**src/rtl/bzmusic_pkg.sv**
```systemverilog
// rtl/bzmusic_pkg.sv - tune codes, note frequencies and period lookup for the buzzer tone generator
package bzmusic_pkg;

    localparam int NOTE_C_HZ = 262;
    localparam int NOTE_D_HZ = 294;
    localparam int NOTE_E_HZ = 330;
    localparam int NOTE_F_HZ = 349;
    localparam int NOTE_G_HZ = 392;
    localparam int NOTE_A_HZ = 440;
    localparam int NOTE_B_HZ = 494;

    localparam logic [4:0] TUNE_REST = 5'd0;
    localparam logic [4:0] TUNE_C4 = 5'd1,  TUNE_D4 = 5'd2,  TUNE_E4 = 5'd3,  TUNE_F4 = 5'd4;
    localparam logic [4:0] TUNE_G4 = 5'd5,  TUNE_A4 = 5'd6,  TUNE_B4 = 5'd7;
    localparam logic [4:0] TUNE_C5 = 5'd8,  TUNE_D5 = 5'd9,  TUNE_E5 = 5'd10, TUNE_F5 = 5'd11;
    localparam logic [4:0] TUNE_G5 = 5'd12, TUNE_A5 = 5'd13, TUNE_B5 = 5'd14;
    localparam logic [4:0] TUNE_C6 = 5'd15, TUNE_D6 = 5'd16, TUNE_E6 = 5'd17, TUNE_F6 = 5'd18;
    localparam logic [4:0] TUNE_G6 = 5'd19, TUNE_A6 = 5'd20, TUNE_B6 = 5'd21;

    typedef enum logic {
        ST_IDLE = 1'b0,
        ST_RUN  = 1'b1
    } state_e;

    function automatic logic is_note(input logic [4:0] code);
        return (code >= TUNE_C4) && (code <= TUNE_B6);
    endfunction

    function automatic int base_freq(input int idx);
        case (idx)
            0:       return NOTE_C_HZ;
            1:       return NOTE_D_HZ;
            2:       return NOTE_E_HZ;
            3:       return NOTE_F_HZ;
            4:       return NOTE_G_HZ;
            5:       return NOTE_A_HZ;
            default: return NOTE_B_HZ;
        endcase
    endfunction

    // Codes step through seven notes per octave; each octave doubles the base frequency.
    function automatic logic [31:0] tune_period(input logic [4:0] code, input int clk_hz);
        int idx;
        int oct;
        int freq;
        if (!is_note(code)) begin
            return 32'(clk_hz / 1000);
        end
        idx  = (int'(code) - 1) % 7;
        oct  = (int'(code) - 1) / 7;
        freq = base_freq(idx) << oct;
        return 32'(clk_hz / freq);
    endfunction

endpackage

```
**src/rtl/bzmusic_period_rom.sv**
```systemverilog
// rtl/bzmusic_period_rom.sv - constant tune code to period table
module bzmusic_period_rom
    import bzmusic_pkg::*;
#(
    parameter int CLK_HZ = 50_000_000,
    parameter int DIV_W  = 18
) (
    input  logic [4:0]       code_i,
    output logic [DIV_W-1:0] period_o
);

    logic [DIV_W-1:0] period_tbl [32];

    // Every entry folds to a constant at elaboration, so no divider is built.
    for (genvar i = 0; i < 32; i++) begin : g_tbl
        localparam logic [DIV_W-1:0] PERIOD = DIV_W'(tune_period(5'(i), CLK_HZ));
        assign period_tbl[i] = PERIOD;
    end

    assign period_o = period_tbl[code_i];

endmodule

```
**src/rtl/bzmusic_tune_pwm.sv**
```systemverilog
// rtl/bzmusic_tune_pwm.sv - glitch-free square-wave buzzer tone generator with volume select
module bzmusic_tune_pwm
    import bzmusic_pkg::*;
#(
    parameter int CLK_HZ = 50_000_000,
    parameter int DIV_W  = 18
) (
    input  logic       clk,
    input  logic       rstn,
    input  logic       tune_pwm_en,
    input  logic       tune_pwm_rstn,
    input  logic [4:0] tune_code,
    input  logic [1:0] vol,
    output logic       pwm_out,
    output logic       tone_active,
    output logic       period_done
);

    state_e           state_q, state_d;
    logic [DIV_W-1:0] cnt_q, cnt_d;
    logic [DIV_W-1:0] p_q, p_d;
    logic [DIV_W-1:0] h_q, h_d;
    logic [4:0]       code_q, code_d;
    logic [1:0]       vol_q, vol_d;
    logic             pwm_q, pwm_d;
    logic [DIV_W-1:0] rom_p;
    logic [DIV_W-1:0] rom_h;
    logic             run_ok;
    logic             at_end;
    logic             latch_en;

    bzmusic_period_rom #(
        .CLK_HZ (CLK_HZ),
        .DIV_W  (DIV_W)
    ) u_rom (
        .code_i   (tune_code),
        .period_o (rom_p)
    );

    assign rom_h  = rom_p >> ({1'b0, vol} + 3'd1);
    assign run_ok = tune_pwm_en && tune_pwm_rstn;
    assign at_end = (state_q == ST_RUN) && (cnt_q == p_q - DIV_W'(1));

    always_comb begin
        state_d  = state_q;
        cnt_d    = cnt_q;
        p_d      = p_q;
        h_d      = h_q;
        code_d   = code_q;
        vol_d    = vol_q;
        pwm_d    = 1'b0;
        latch_en = 1'b0;
        case (state_q)
            ST_IDLE: begin
                cnt_d = '0;
                if (run_ok) begin
                    state_d  = ST_RUN;
                    latch_en = 1'b1;
                end
            end
            ST_RUN: begin
                // Disable beats a coinciding boundary: drop to idle without re-latching.
                if (!run_ok) begin
                    state_d = ST_IDLE;
                    cnt_d   = '0;
                    code_d  = TUNE_REST;
                end else begin
                    pwm_d = (cnt_q < h_q) && is_note(code_q);
                    if (at_end) begin
                        cnt_d    = '0;
                        latch_en = 1'b1;
                    end else begin
                        cnt_d = cnt_q + DIV_W'(1);
                    end
                end
            end
            default: state_d = ST_IDLE;
        endcase
        if (latch_en) begin
            code_d = tune_code;
            vol_d  = vol;
            p_d    = rom_p;
            h_d    = rom_h;
        end
    end

    always_ff @(posedge clk or negedge rstn) begin
        if (!rstn) begin
            state_q <= ST_IDLE;
            cnt_q   <= '0;
            p_q     <= '0;
            h_q     <= '0;
            code_q  <= TUNE_REST;
            vol_q   <= 2'd0;
            pwm_q   <= 1'b0;
        end else begin
            state_q <= state_d;
            cnt_q   <= cnt_d;
            p_q     <= p_d;
            h_q     <= h_d;
            code_q  <= code_d;
            vol_q   <= vol_d;
            pwm_q   <= pwm_d;
        end
    end

    assign pwm_out     = pwm_q;
    assign tone_active = (state_q == ST_RUN) && is_note(code_q);
    assign period_done = at_end;

endmodule
```
**config.mk**
```make
export PLATFORM = sky130hd
export DESIGN_NAME = bzmusic_tune_pwm
export DESIGN_NICKNAME = d
export VERILOG_FILES = /design/src/rtl/bzmusic_pkg.sv /design/src/rtl/bzmusic_period_rom.sv /design/src/rtl/bzmusic_tune_pwm.sv
export SDC_FILE = /design/constraint.sdc
export NUM_CORES = 1
export LEC_CHECK = 0
export BUFFER_PORTS_ARGS = -buffer_cell sky130_fd_sc_hd__buf_4
export CORE_MARGIN = 5
export CORE_UTILIZATION = 60
export CTS_CLUSTER_DIAMETER = 60
export DETAILED_ROUTE_END_ITERATION = 12
export GPL_TIMING_DRIVEN = 0
export PLACE_DENSITY = 0.76
export SLEW_MARGIN = 10
export SYNTH_ARGS = -nofsm -noshare
export SYNTH_HDL_FRONTEND = slang
export SYNTH_SLANG_ARGS = --single-unit
```
**constraint.sdc**
```tcl
create_clock -name clk -period 9.47 [get_ports clk]
set_clock_uncertainty 0.05 [all_clocks]
set_input_delay 0.4735 -clock clk [delete_from_list [all_inputs] [get_ports clk]]
set_output_delay 0.4735 -clock clk [all_outputs]
set_load 0.01 [all_outputs]
```
# Word-level counts from Yosys, hierarchy flattened
# Memories as Yosys holds them, arrays and structs flattened.
# Cells that the tools add are included.
[word_totals]
regBits = 61
mem_bits_ro = 576
input_bits = 11
elab_cells = 40
memories = 1
[classes]
n_addsub = 3
order_cmp = 4
eq_ne = 2
shift = 1
muxes = 14
bitwise = 2
reduce_logical = 7
[mem_list]
columns = ["name", "depth", "word_bits", "rd", "rd_clocked_by_memory_dff", "wr", "line_no", "source"]
rows = [
  ["(name not given)", 32, 18, 1, 0, 0, "bzmusic_period_rom.sv:20", "assign period_o = period_tbl[code_i];"],
]
[ops]
columns = ["operator", "n"]
rows = [
  ["18-bit two-way mux", 4],
  ["18-bit one-hot mux with 2 select lines", 1],
  ["18-bit by 1-bit adder with 18-bit output (second input constant)", 1],
  ["18-bit equality test", 1],
  ["18-bit < comparator", 1],
  ["18-bit by 3-bit >> shifter with 18-bit output", 1],
  ["18-bit by 1-bit subtractor with 18-bit output (second input constant)", 1],
  ["5-bit two-way mux", 3],
  ["6-bit greater-or-equal comparator (second input constant)", 1],
  ["5-bit inverter with 6-bit output", 1],
  ["5-bit by 1-bit greater-or-equal comparator with 1-bit output (second input constant)", 1],
  ["5-bit <= comparator (second input constant)", 1],
  ["1-bit logical AND", 5],
  ["1-bit two-way mux", 5],
  ["2-bit by 1-bit adder with 3-bit output (second input constant)", 1],
  ["2-bit by 1-bit inequality test with 1-bit output (second input constant)", 1],
  ["1-bit one-hot mux with 2 select lines", 1],
  ["2-bit AND reduction", 1],
  ["2-bit nonzero test", 1],
  ["1-bit inverter", 1],
]

# Depth between registers and ports, before layout
# Gate-level depths: netlist of the first run.
[depth]
depth_word = 8
mapped_depth = 12
mapped_depth_nobuf = 10

# By module
# A second synthesis of the first run with hierarchy kept.
[unflattened]
hier_cells = 579
area_unflattened_um2 = 5447.7
[by_module_without_submodules]
columns = ["mod", "instances", "cells_each", "area_per_inst_um2", "seq_area_each_um2"]
rows = [
  ["bzmusic_tune_pwm", 1, 457, 4558.1, 1501.4],
  ["bzmusic_period_rom", 1, 122, 889.6, 0.0],
]

# Worst setup path after synthesis of the first run
# Ideal clock, no wire load.
[synth_path]
path_kind = "reg-to-reg"
startpoint = "reg p_q[3]"
endpoint = "reg p_q[10]"
setup_time_ps = 125
t_arrival_ps = 3240
required_ps = 9295
slack_ps = 6055
path_stages_with_launch = 12
path_buffers = 3
period_less_slack_ps = 3415
cell_sequence = "dfrtp_1 > buf_2 > or4_1 > buf_2 > or4_1 > a2111oi_2 > o211a_1 > nand4_2 > o31ai_4 > nand2_4 > buf_6 > mux2_4"
[synth_between]
elab_chain_len = 6
[synth_rtl]
columns = ["item", "line_no", "source"]
rows = [
  ["start, declared", "bzmusic_tune_pwm.sv:21", "logic [DIV_W-1:0] p_q, p_d;"],
  ["start signal, assigned", "bzmusic_tune_pwm.sv:99", "p_q <= p_d;"],
  ["18-bit by 1-bit subtractor with 18-bit output", "bzmusic_tune_pwm.sv:42", "assign at_end = (state_q == ST_RUN) && (cnt_q == p_q - DIV_W'(1));"],
  ["18-bit equality test", "bzmusic_tune_pwm.sv:42", ""],
  ["1-bit logical AND", "bzmusic_tune_pwm.sv:42", ""],
  ["1-bit two-way mux", "bzmusic_tune_pwm.sv:69", "if (at_end) begin"],
  ["1-bit two-way mux", "bzmusic_tune_pwm.sv:63", "if (!run_ok) begin"],
  ["1-bit one-hot mux with 2 select lines", "bzmusic_tune_pwm.sv:53", "case (state_q)"],
]
# No other way between the ends.
# A chain may end at the register's enable or synchronous reset.

# Worst setup path after layout of the first run
[layout_path]
startpoint = "reg p_q[3]"
endpoint = "out period_done"
[layout_between]
elab_chain_len = 3
[layout_rtl]
columns = ["item", "line_no", "source"]
rows = [
  ["18-bit by 1-bit subtractor with 18-bit output", "bzmusic_tune_pwm.sv:42", ""],
  ["18-bit equality test", "bzmusic_tune_pwm.sv:42", ""],
  ["1-bit logical AND", "bzmusic_tune_pwm.sv:42", ""],
  ["end, declared", "bzmusic_tune_pwm.sv:16", "output logic period_done"],
]
# No other way between the ends.

==> impl_metrics.toml, run 1 <==
[layout]
synthToLayoutAreaGrowth_pct = 9.78
final_area_sq_mm = 0.00517
fill_cells = 647
fin_nets = 580
diodes = 0
drive_above_1_share_pct = 13.3
ff_latch_area_sq_mm = 0.00150
multiInputGateArea_sq_mm = 0.00294

[pwr]
max-vdd-ir-drop_mv = 0.0713
p_per_area_mw_per_mm2 = 162
p_leak_nw = 2.43

[route]
wl_per_cell_um = 18.9
drtAntennaViolNets = 0
drt_iter0_drc = 199
post-route-drc-count = 0
first_pass_iters = 5
via_per_inst = 6.17
vias = 4015
routed_wl_um = 12300

[sta]
slew_headroom_pct = 48.0
hold_viol_final = 0
rsz0062_at_grt = "false"
finalWorstSetupSlack_ps = 5570
min_period_ps = 3900
fmax_mhz = 257
post-route-period-util_pct = 41.2
setup_viol = 0
setup_tns_ps = 0
worst_pin_slew_ps = 780
slew_viol_final = 0

[die]
die_area_sq_mm = 0.00971
num_rows = 32
initial_core_util_pct = 61.2
die_h_um = 98.6
io_pins = 14
die_w_um = 98.6
coreArea_sq_mm = 0.00769

[clock_tree]
cts_hold_buffers = 0
cts.sink_count = 60
cts.path.max_buffers = 2
h-tree-depth = 3
tritoncts = "yes"
cts_setup_buffers = 0
clkTransAtPathRegs_ps = 70
cts_resized = 0
clk_latency_ps = 340
numCtsBuffers = 9
cts_root_buf = "clkbuf_8"

[synthesis]
syn_area_sq_mm = 0.00471
ys_ff_latch = 60
syn_area_per_cell_sq_um = 9.01
syn_inst = 522
synth_top_area_share_pct = 31.9
yosysTopAreaCell = "dfrtp_1"
yosysUniqueCellTypes = 67
synth-edff-count = 0
synth_area_leaders = "dfrtp_1, ha_1, mux2i_1, mux2_4, nor2_1"
synth_ff_type = "dfrtp_1"
synth-seq-area-share_pct = 31.9
syn-num-nets = 558
yosysWarnings = 0
synthArstFlopShare_pct = 100
synth_commonest_cells = "dfrtp_1, nor2_1, nand2_1"
synth.most_common_cell = "dfrtp_1"

[worst_setup_path]
crit_chain = "buf_2 -> or4_1 -> buf_2 -> or4_1 -> a2111oi_2 -> o211a_1 -> nand4_2 -> nor4b_1 -> buf_4"
r2r_slack_ps = 5680
reg2reg_depth = 12
criticalPathCategory = "reg2out"
crit_path_top_delay_cell = "or4_1"
crit_path_start = "p_q[3]$_DFFE_PN0P_"
cp-endpoint = "period_done"
crit_cells = 9
crit_path_end_kind = "output port"
cp.required_ps = 8950
crit_family = "simple AND/OR/NAND/NOR gates"
worstPathArrival_ps = 3370
slowest_delay_ps = 540
cp_max_fo = 9
timing.rr.start = "p_q[3]$_DFFE_PN0P_"
cp-start-kind = "flop"
reg2reg_to = "cnt_q[10]$_DFF_PN0_"
crit_buf_inv = 3

[global_routing]
grt_pass1_vias = 4082
antenna_found_initial = 0
grt_util_all_layers_pct = 26.3
overflow = 0
grt_max_degree = 61
grt_pass1_wl_um = 20500

[placed_design]
detailedPlacementHpwl_um = 9200
gp_congestion = 1.03
place_area_sq_mm = 0.00492
place_worst_setup_slack_ps = 5670
portBuffers = 11

[run_status]
status = "completed"

[min_path]
hold_path_class = "in2async"

[flow_run]
drv_cap = 0
[metrics by stage]
step / power (mW) / instances / utilization [%] / hold slack, ps
6_report: 0.838 / 651 / 67.2 / 158
5_1_grt: 0.881 / 651 / 67.2 / 208
4_1_cts: 0.835 / 651 / 67.2 / 182
3_5_place_dp: 0.545 / 635 / 63.9 / 452
3_3_place_gp: 0.534 / 635 / 63.9 / 430
2_1_floorplan: 0.483 / 522 / - / 128
[layout by cell type (no fill, tap or decap), types with 4 or more instances in the layout]
| cell | synthesis | layout |
|---|---|---|
| dfrtp_1 | 60 | 60 |
| nor2_1 | 48 | 48 |
| nand2_1 | 39 | 39 |
| inv_1 | 32 | 32 |
| mux2i_1 | 31 | 31 |
| a21oi_1 | 31 | 31 |
| o21ai_0 | 25 | 25 |
| ha_1 | 25 | 25 |
| clkbuf_1 | 21 | 22 |
| xor2_1 | 18 | 18 |
| xnor2_1 | 17 | 17 |
| mux2_4 | 16 | 16 |
| mux2_2 | 14 | 14 |
| buf_4 | 2 | 13 |
| nand3_1 | 12 | 12 |
| clkbuf_8 | 0 | 11 |
| a21o_1 | 10 | 10 |
| nor4_1 | 9 | 9 |
| or4_1 | 7 | 7 |
| or3_1 | 6 | 6 |
| nand2b_1 | 6 | 6 |
| nor3_1 | 5 | 5 |
| nand4_1 | 5 | 5 |
| a31oi_1 | 5 | 5 |
| o22ai_1 | 5 | 5 |
| buf_2 | 4 | 4 |
| nor4b_1 | 4 | 4 |
| and3_1 | 4 | 4 |
[how the worst min path moves through the flow]
stage,startpoint,endpoint,slack (ps)
final,rstn,cnt_q[17]$_DFF_PN0_,160
after global routing,rstn,cnt_q[17]$_DFF_PN0_,210
after CTS,rstn,h_q[16]$_DFFE_PN0P_,180
after detailed placement,code_q[0]$_DFFE_PN0P_,code_q[0]$_DFFE_PN0P_,450
after global placement,h_q[16]$_DFFE_PN0P_,h_q[16]$_DFFE_PN0P_,430
after floorplan,rstn,cnt_q[0]$_DFF_PN0_,130
[routing by layer]
metal | global-route usage, % | wire length [um]
met1 | 32.4 | 5250
met4 | 8.61 | 260
met3 | 5.66 | 500
met2 | 45.6 | 6270
met5 | 0 | 0
[sequential cells by signal (all words and copies together), names as in the netlist]
| register | count |
|---|---|
| code_q | 5 |
| p_q | 18 |
| cnt_q | 18 |
| state_q | 1 |
| pwm_out | 1 |
| h_q | 17 |
[final cells by class]
cell class | count | share of cell area, %
clock inverter | 4 | 1.84
timing repair buffer | 11 | 1.60
inverter | 32 | 2.33
sequential | 60 | 29.1
buffer | 32 | 2.86
tap | 102 | 2.47
multi-input combinational | 398 | 56.8
clock buffer | 12 | 3.00
[worst register-to-register path, cell delays in order, from the launching register on]
cell	delay [ps]
dfrtp_1	370
buf_2	180
or4_1	520
buf_2	170
or4_1	540
a2111oi_2	390
o211a_1	230
nand4_2	170
o31ai_4	410
or2_2	180
buf_2	210
buf_4	210
nor2_1	70
[power breakdown]
part / internal, mW / switching (mW)
logic: 0.0988 / 0.127
registers: 0.290 / 0.0296
clock network: 0.189 / 0.104
[kinds of logic after synthesis]
group,after synthesis,synth area share (%)
fa+ha+maj,25,6.65
mux,62,15.5
buf+inv,64,5.69
compound gates,113,16.1
xor+xnor,35,6.51
simple gates,163,17.6
flops,60,31.9
Note: power is estimated with default switching activity, not from simulation.
==> inputs of run 2 (changes only) <==
--- a/config.mk
+++ b/config.mk
@@ -7,7 +7,7 @@
 export LEC_CHECK = 0
 export BUFFER_PORTS_ARGS = -buffer_cell sky130_fd_sc_hd__buf_4
 export CORE_MARGIN = 5
-export CORE_UTILIZATION = 60
+export CORE_UTILIZATION = 57
 export CTS_CLUSTER_DIAMETER = 60
 export DETAILED_ROUTE_END_ITERATION = 12
 export GPL_TIMING_DRIVEN = 0
==> constraint.sdc (replaced) <==
create_clock -name clk -period 3.5 [get_ports clk]
set_clock_uncertainty 0.05 [all_clocks]
set_input_delay 0.175 -clock clk [delete_from_list [all_inputs] [get_ports clk]]
set_output_delay 0.175 -clock clk [all_outputs]
set_load 0.01 [all_outputs]
==> impl_metrics.toml, run 2 (synthesized netlist as in run 1, its figures left out) <==
[layout]
drive_above_1_share_pct = 18.0
final_cells = 671
ff_latch_area_sq_mm = 0.00151
fill_cells = 623
final_common_cell = "dfrtp_1"
synthToLayoutAreaGrowth_pct = 14.7
fin_nets = 598
multiInputGateArea_sq_mm = 0.00299
final_cell_mix = "dfrtp_1, nor2_1, nand2_1"
final_area_sq_mm = 0.00540
diodes = 0
largest_registers = "cnt_q: 18 flops, p_q: 18 flops, h_q: 17 flops"

[min_path]
hold_path_class = "in2reg"

[worst_setup_path]
criticalPathCategory = "reg2reg"
crit_path_end_kind = "flop"
worstPathArrival_ps = 3760
cp_max_fo = 7
cp.required_ps = 3670
cp-start-kind = "flop"

[pwr]
p_leak_nw = 2.53
power.total_mw = 2.19
max-vdd-ir-drop_mv = 0.240
p_per_area_mw_per_mm2 = 406

[route]
drt_iter0_drc = 237
post-route-drc-count = 0
vias = 4135
wl_per_cell_um = 19.0
drtAntennaViolNets = 0
routed_wl_um = 12700
via_per_inst = 6.16
first_pass_iters = 5

[sta]
setup_viol = 21
post-route-period-util_pct = 103
holdWs_ps = 203
hold_viol_final = 0
worst_pin_slew_ps = 767
finalWorstSetupSlack_ps = -88.1
min_period_ps = 3590
fmax_mhz = 279
rsz0062_at_grt = "true"
slew_viol_final = 0
slew_headroom_pct = 48.9

[global_routing]
grt_util_all_layers_pct = 26.1
antenna_found_initial = 0
grt_pass1_vias = 4219
grt_max_degree = 61
grt_pass1_wl_um = 20900
overflow = 0

[clock_tree]
tritoncts = "yes"
clk_latency_ps = 340
cts.sink_count = 60
h-tree-depth = 3
cts.path.max_buffers = 2
cts_root_buf = "clkbuf_8"
numCtsBuffers = 9
clkTransAtPathRegs_ps = 70

[die]
initial_core_util_pct = 57.9
io_pins = 14
coreArea_sq_mm = 0.00813
die_area_sq_mm = 0.0102
die_w_um = 101
num_rows = 33
die_h_um = 101

[placed_design]
place_area_sq_mm = 0.00492
detailedPlacementHpwl_um = 9140
dp_cells = 638
portBuffers = 11
gp_congestion = 0.952

[flow_run]
drv_cap = 0

[run_status]
violations = "negative setup slack"
status = "complete, but fails checks"
run 2: changes by cell type in the layout (fill, tap and decap cells not counted), moves of 4 or more:
cell     change
buf_2        -4
buf_4       +17
dfrtp_1      -4
dfrtp_2      +4
o21ai_0      -4
o21ai_1      +4
run 2: cell type report:
cell class                      count  area share (%)
Buffer                             29            3.11
Clock buffer                       10            2.55
Clock inverter                      5           0.974
Inverter                           32            2.23
Multi-Input combinational cell    398            55.4
Sequential cell                    60            27.9
Tap cell                          105            2.43
Timing Repair Buffer               32            5.43
run 2: metal layers:
| metal | track usage [%] | routed length [um] |
|---|---|---|
| met5 | 0 | 0 |
| met1 | 31.9 | 5470 |
| met2 | 44.7 | 6320 |
| met3 | 4.78 | 543 |
| met4 | 11.2 | 414 |
run 2: what timing repair did:
action,in CTS,in global routing
pin swaps,5,8
setup buffers,8,10
endpoints found under the hold margin,60,0
resized for setup,14,16
hold buffers,1,0
gates cloned,1,1
setup endpoints to repair,58,46
run 2: path summary, 6_finish.rpt:
path	cells past startpoint	start	slack [ps]	end
min	3	tune_pwm_rstn	200	state_q$_DFF_PN0_
max reg2reg	9	p_q[8]$_DFFE_PN0P_	-90	p_q[16]$_DFFE_PN0P_
min reg2reg	1	h_q[16]$_DFFE_PN0P_	440	h_q[16]$_DFFE_PN0P_
max	9	p_q[8]$_DFFE_PN0P_	-90	p_q[16]$_DFFE_PN0P_
min in group asynchronous	2	rstn	400	cnt_q[15]$_DFF_PN0_
max in group asynchronous	2	rstn	2440	p_q[8]$_DFFE_PN0P_
run 2: through the flow:
stage | utilization [%] | worst slack [ps] | setup TNS [ps]
floorplan | - | 84.8 | 0
global placement | 60.5 | -289 | -11720
detailed placement | 60.5 | -286 | -11600
CTS | 64.6 | 4.62 | 0
global route | 66.3 | -122 | -2810
finish | 66.3 | -88.1 | -1290
run 2: worst max-delay path, stage by stage, from the launching register on:
cell and delay, ps:
dfrtp_2 440, or4_4 570, or4_4 560, a2111oi_4 390
o211a_1 260, nand4_4 120, o31ai_4 380, nand2_4 200
clkbuf_16 210, mux2_4 290
run 2: report_power, final:
part           internal (mW)  leakage (nW)  total [mW]  switching, mW
combinational          0.323          1.68       0.689          0.366
sequential             0.787         0.754       0.873         0.0857
clock                  0.340        0.0979       0.627          0.286
total                   1.45          2.53        2.19          0.739
==> inputs of run 3 (changes only) <==
--- a/config.mk
+++ b/config.mk
@@ -7,11 +7,12 @@
 export LEC_CHECK = 0
 export BUFFER_PORTS_ARGS = -buffer_cell sky130_fd_sc_hd__buf_4
 export CORE_MARGIN = 5
-export CORE_UTILIZATION = 57
+export CORE_UTILIZATION = 56
+export CTS_BUF_LIST = sky130_fd_sc_hd__clkbuf_4 sky130_fd_sc_hd__clkbuf_8
 export CTS_CLUSTER_DIAMETER = 60
 export DETAILED_ROUTE_END_ITERATION = 12
 export GPL_TIMING_DRIVEN = 0
-export PLACE_DENSITY = 0.76
+export PLACE_DENSITY = 0.75
 export SLEW_MARGIN = 10
 export SYNTH_ARGS = -nofsm -noshare
 export SYNTH_HDL_FRONTEND = slang
==> impl_metrics.toml, run 3 (synthesized netlist as in run 1, its figures left out) <==
[worst_setup_path]
worstPathArrival_ps = 3620
crit_path_top_delay_cell = "or4_4"
reg2reg_to = "p_q[6]$_DFFE_PN0P_"
crit_buf_inv = 2
cp_max_fo = 10
crit_path_end_kind = "flop"
r2r_slack_ps = 60
cp.required_ps = 3680
timing.rr.start = "p_q[4]$_DFFE_PN0P_"
crit_family = "simple AND/OR/NAND/NOR gates"
crit_chain = "or4_4 -> or4_4 -> a2111oi_4 -> o211a_1 -> nand4_4 -> o31ai_4 -> nand2_4 -> buf_6 -> buf_12 -> mux2_4"
slowest_delay_ps = 570
crit_top_cell = "or4_4"
crit_cells = 10
reg2reg_depth = 10
criticalPathCategory = "reg2reg"
cp-start-kind = "flop"

[route]
drtAntennaViolNets = 0
wl_per_cell_um = 19.4
via_per_inst = 6.24
routed_wl_um = 12900
drt_iter0_drc = 267
vias = 4130
first_pass_iters = 5
post-route-drc-count = 0

[layout]
final_cell_mix = "dfrtp_1, nor2_1, nand2_1"
post-route-util_pct = 65.0
drive_above_1_share_pct = 16.7
fin_nets = 588
fill_cells = 665
diodes = 0
final_area_sq_mm = 0.00534
final_common_cell = "dfrtp_1"
largest_registers = "cnt_q: 18 flops, p_q: 18 flops, h_q: 17 flops"
synthToLayoutAreaGrowth_pct = 13.5

[die]
die_h_um = 102
die_area_sq_mm = 0.0103
io_pins = 14
coreArea_sq_mm = 0.00822
initial_core_util_pct = 57.3
num_rows = 33
die_w_um = 102

[global_routing]
grt_pass1_vias = 4154
grt_pass1_wl_um = 21300
antenna_found_initial = 0
grt_util_all_layers_pct = 26.3
overflow = 0
grt_max_degree = 61

[clock_tree]
clkTransAtPathRegs_ps = 80
cts.sink_count = 60
cts_root_buf = "clkbuf_8"
h-tree-depth = 3
tritoncts = "yes"
numCtsBuffers = 9
clk_latency_ps = 350
cts.path.max_buffers = 2

[placed_design]
gp_congestion = 1.01
detailedPlacementHpwl_um = 9120
place_area_sq_mm = 0.00492
portBuffers = 11

[pwr]
p_leak_nw = 2.51
p_per_area_mw_per_mm2 = 427
max-vdd-ir-drop_mv = 0.200

[sta]
slew_viol_final = 0
min_period_ps = 3440
hold_viol_final = 0
fmax_mhz = 291
slew_headroom_pct = 48.0
worst_pin_slew_ps = 780
setup_viol = 0
post-route-period-util_pct = 98.2

[min_path]
whs_path_depth = 3
hold_end = "state_q$_DFF_PN0_"
hold_path_class = "in2reg"
min-delay-start = "tune_pwm_rstn"

[flow_run]
drv_cap = 0

[run_status]
status = "completed"
==> run 3: cell count changes in the layout (fill, tap and decap cells not counted), sizes merged <==
cell | before | now
buf | 39 | 30
clkinv | 3 | 1
bufbuf | 0 | 1
bufinv | 1 | 2
clkbuf | 31 | 30
clkinvlp | 1 | 2
==> run 3: power by group <==
part	total (mW)	internal, mW	switching [mW]
clock network	0.744	0.441	0.304
registers	0.880	0.786	0.0937
logic	0.658	0.302	0.356
total	2.28	1.53	0.754
==> run 3: final cells by class <==
class | instances | area [sq um] | share of cell area [%]
Buffer | 26 | 141 | 2.65
Clock buffer | 11 | 151 | 2.84
Inverter | 32 | 120 | 2.25
Tap cell | 105 | 131 | 2.46
Sequential cell | 60 | 1510 | 28.2
Clock inverter | 5 | 83.8 | 1.57
Timing Repair Buffer | 25 | 223 | 4.17
Multi-Input combinational cell | 398 | 2980 | 55.9
==> run 3: layer usage <==
metal,vias to the layer above,share of wire (%),track usage [%]
met5,-,0,0
met4,0,2.9,9.61
met3,31,4.4,4.61
met2,155,51,46.2
met1,2011,42,32.2
li1,1933,-,-
==> run 3: worst register-to-register path: stages, from the launching register on <==
cell	delay [ps]
dfrtp_2	430
or4_4	570
or4_4	570
a2111oi_4	330
o211a_1	250
nand4_4	110
o31ai_4	310
nand2_4	120
buf_6	140
buf_12	140
mux2_4	300
==> run 3: timing repair <==
item | in CTS | in global routing
gates cloned | 1 | 0
pin swaps | 5 | 1
gates resized for setup | 16 | 6
endpoints found under the setup margin | 58 | 40
hold buffers | 1 | 0
setup buffers | 7 | 5
endpoints found under the hold margin | 60 | 0
==> run 3: worst max path at each step <==
stage,start,endpoint
after floorplan,p_q[3]$_DFFE_PN0P_,p_q[10]$_DFFE_PN0P_
after global placement,p_q[3]$_DFFE_PN0P_,cnt_q[0]$_DFF_PN0_
after detailed placement,p_q[3]$_DFFE_PN0P_,cnt_q[0]$_DFF_PN0_
after CTS,p_q[3]$_DFFE_PN0P_,p_q[6]$_DFFE_PN0P_
after global routing,p_q[4]$_DFFE_PN0P_,h_q[11]$_DFFE_PN0P_
final,p_q[4]$_DFFE_PN0P_,p_q[6]$_DFFE_PN0P_
==> run 3: per-stage QoR <==
stage	hold slack (ps)	worst slack [ps]	power (mW)	TNS, ps	instances
final	160	64.0	2.28	0	662
after global routing	184	-2.73	2.39	-2.73	662
after CTS	152	3.13	2.25	0	660
after detailed placement	252	-304	1.47	-12130	638
after global placement	234	-283	1.45	-11990	638
after floorplan	-171	84.8	1.31	0	522
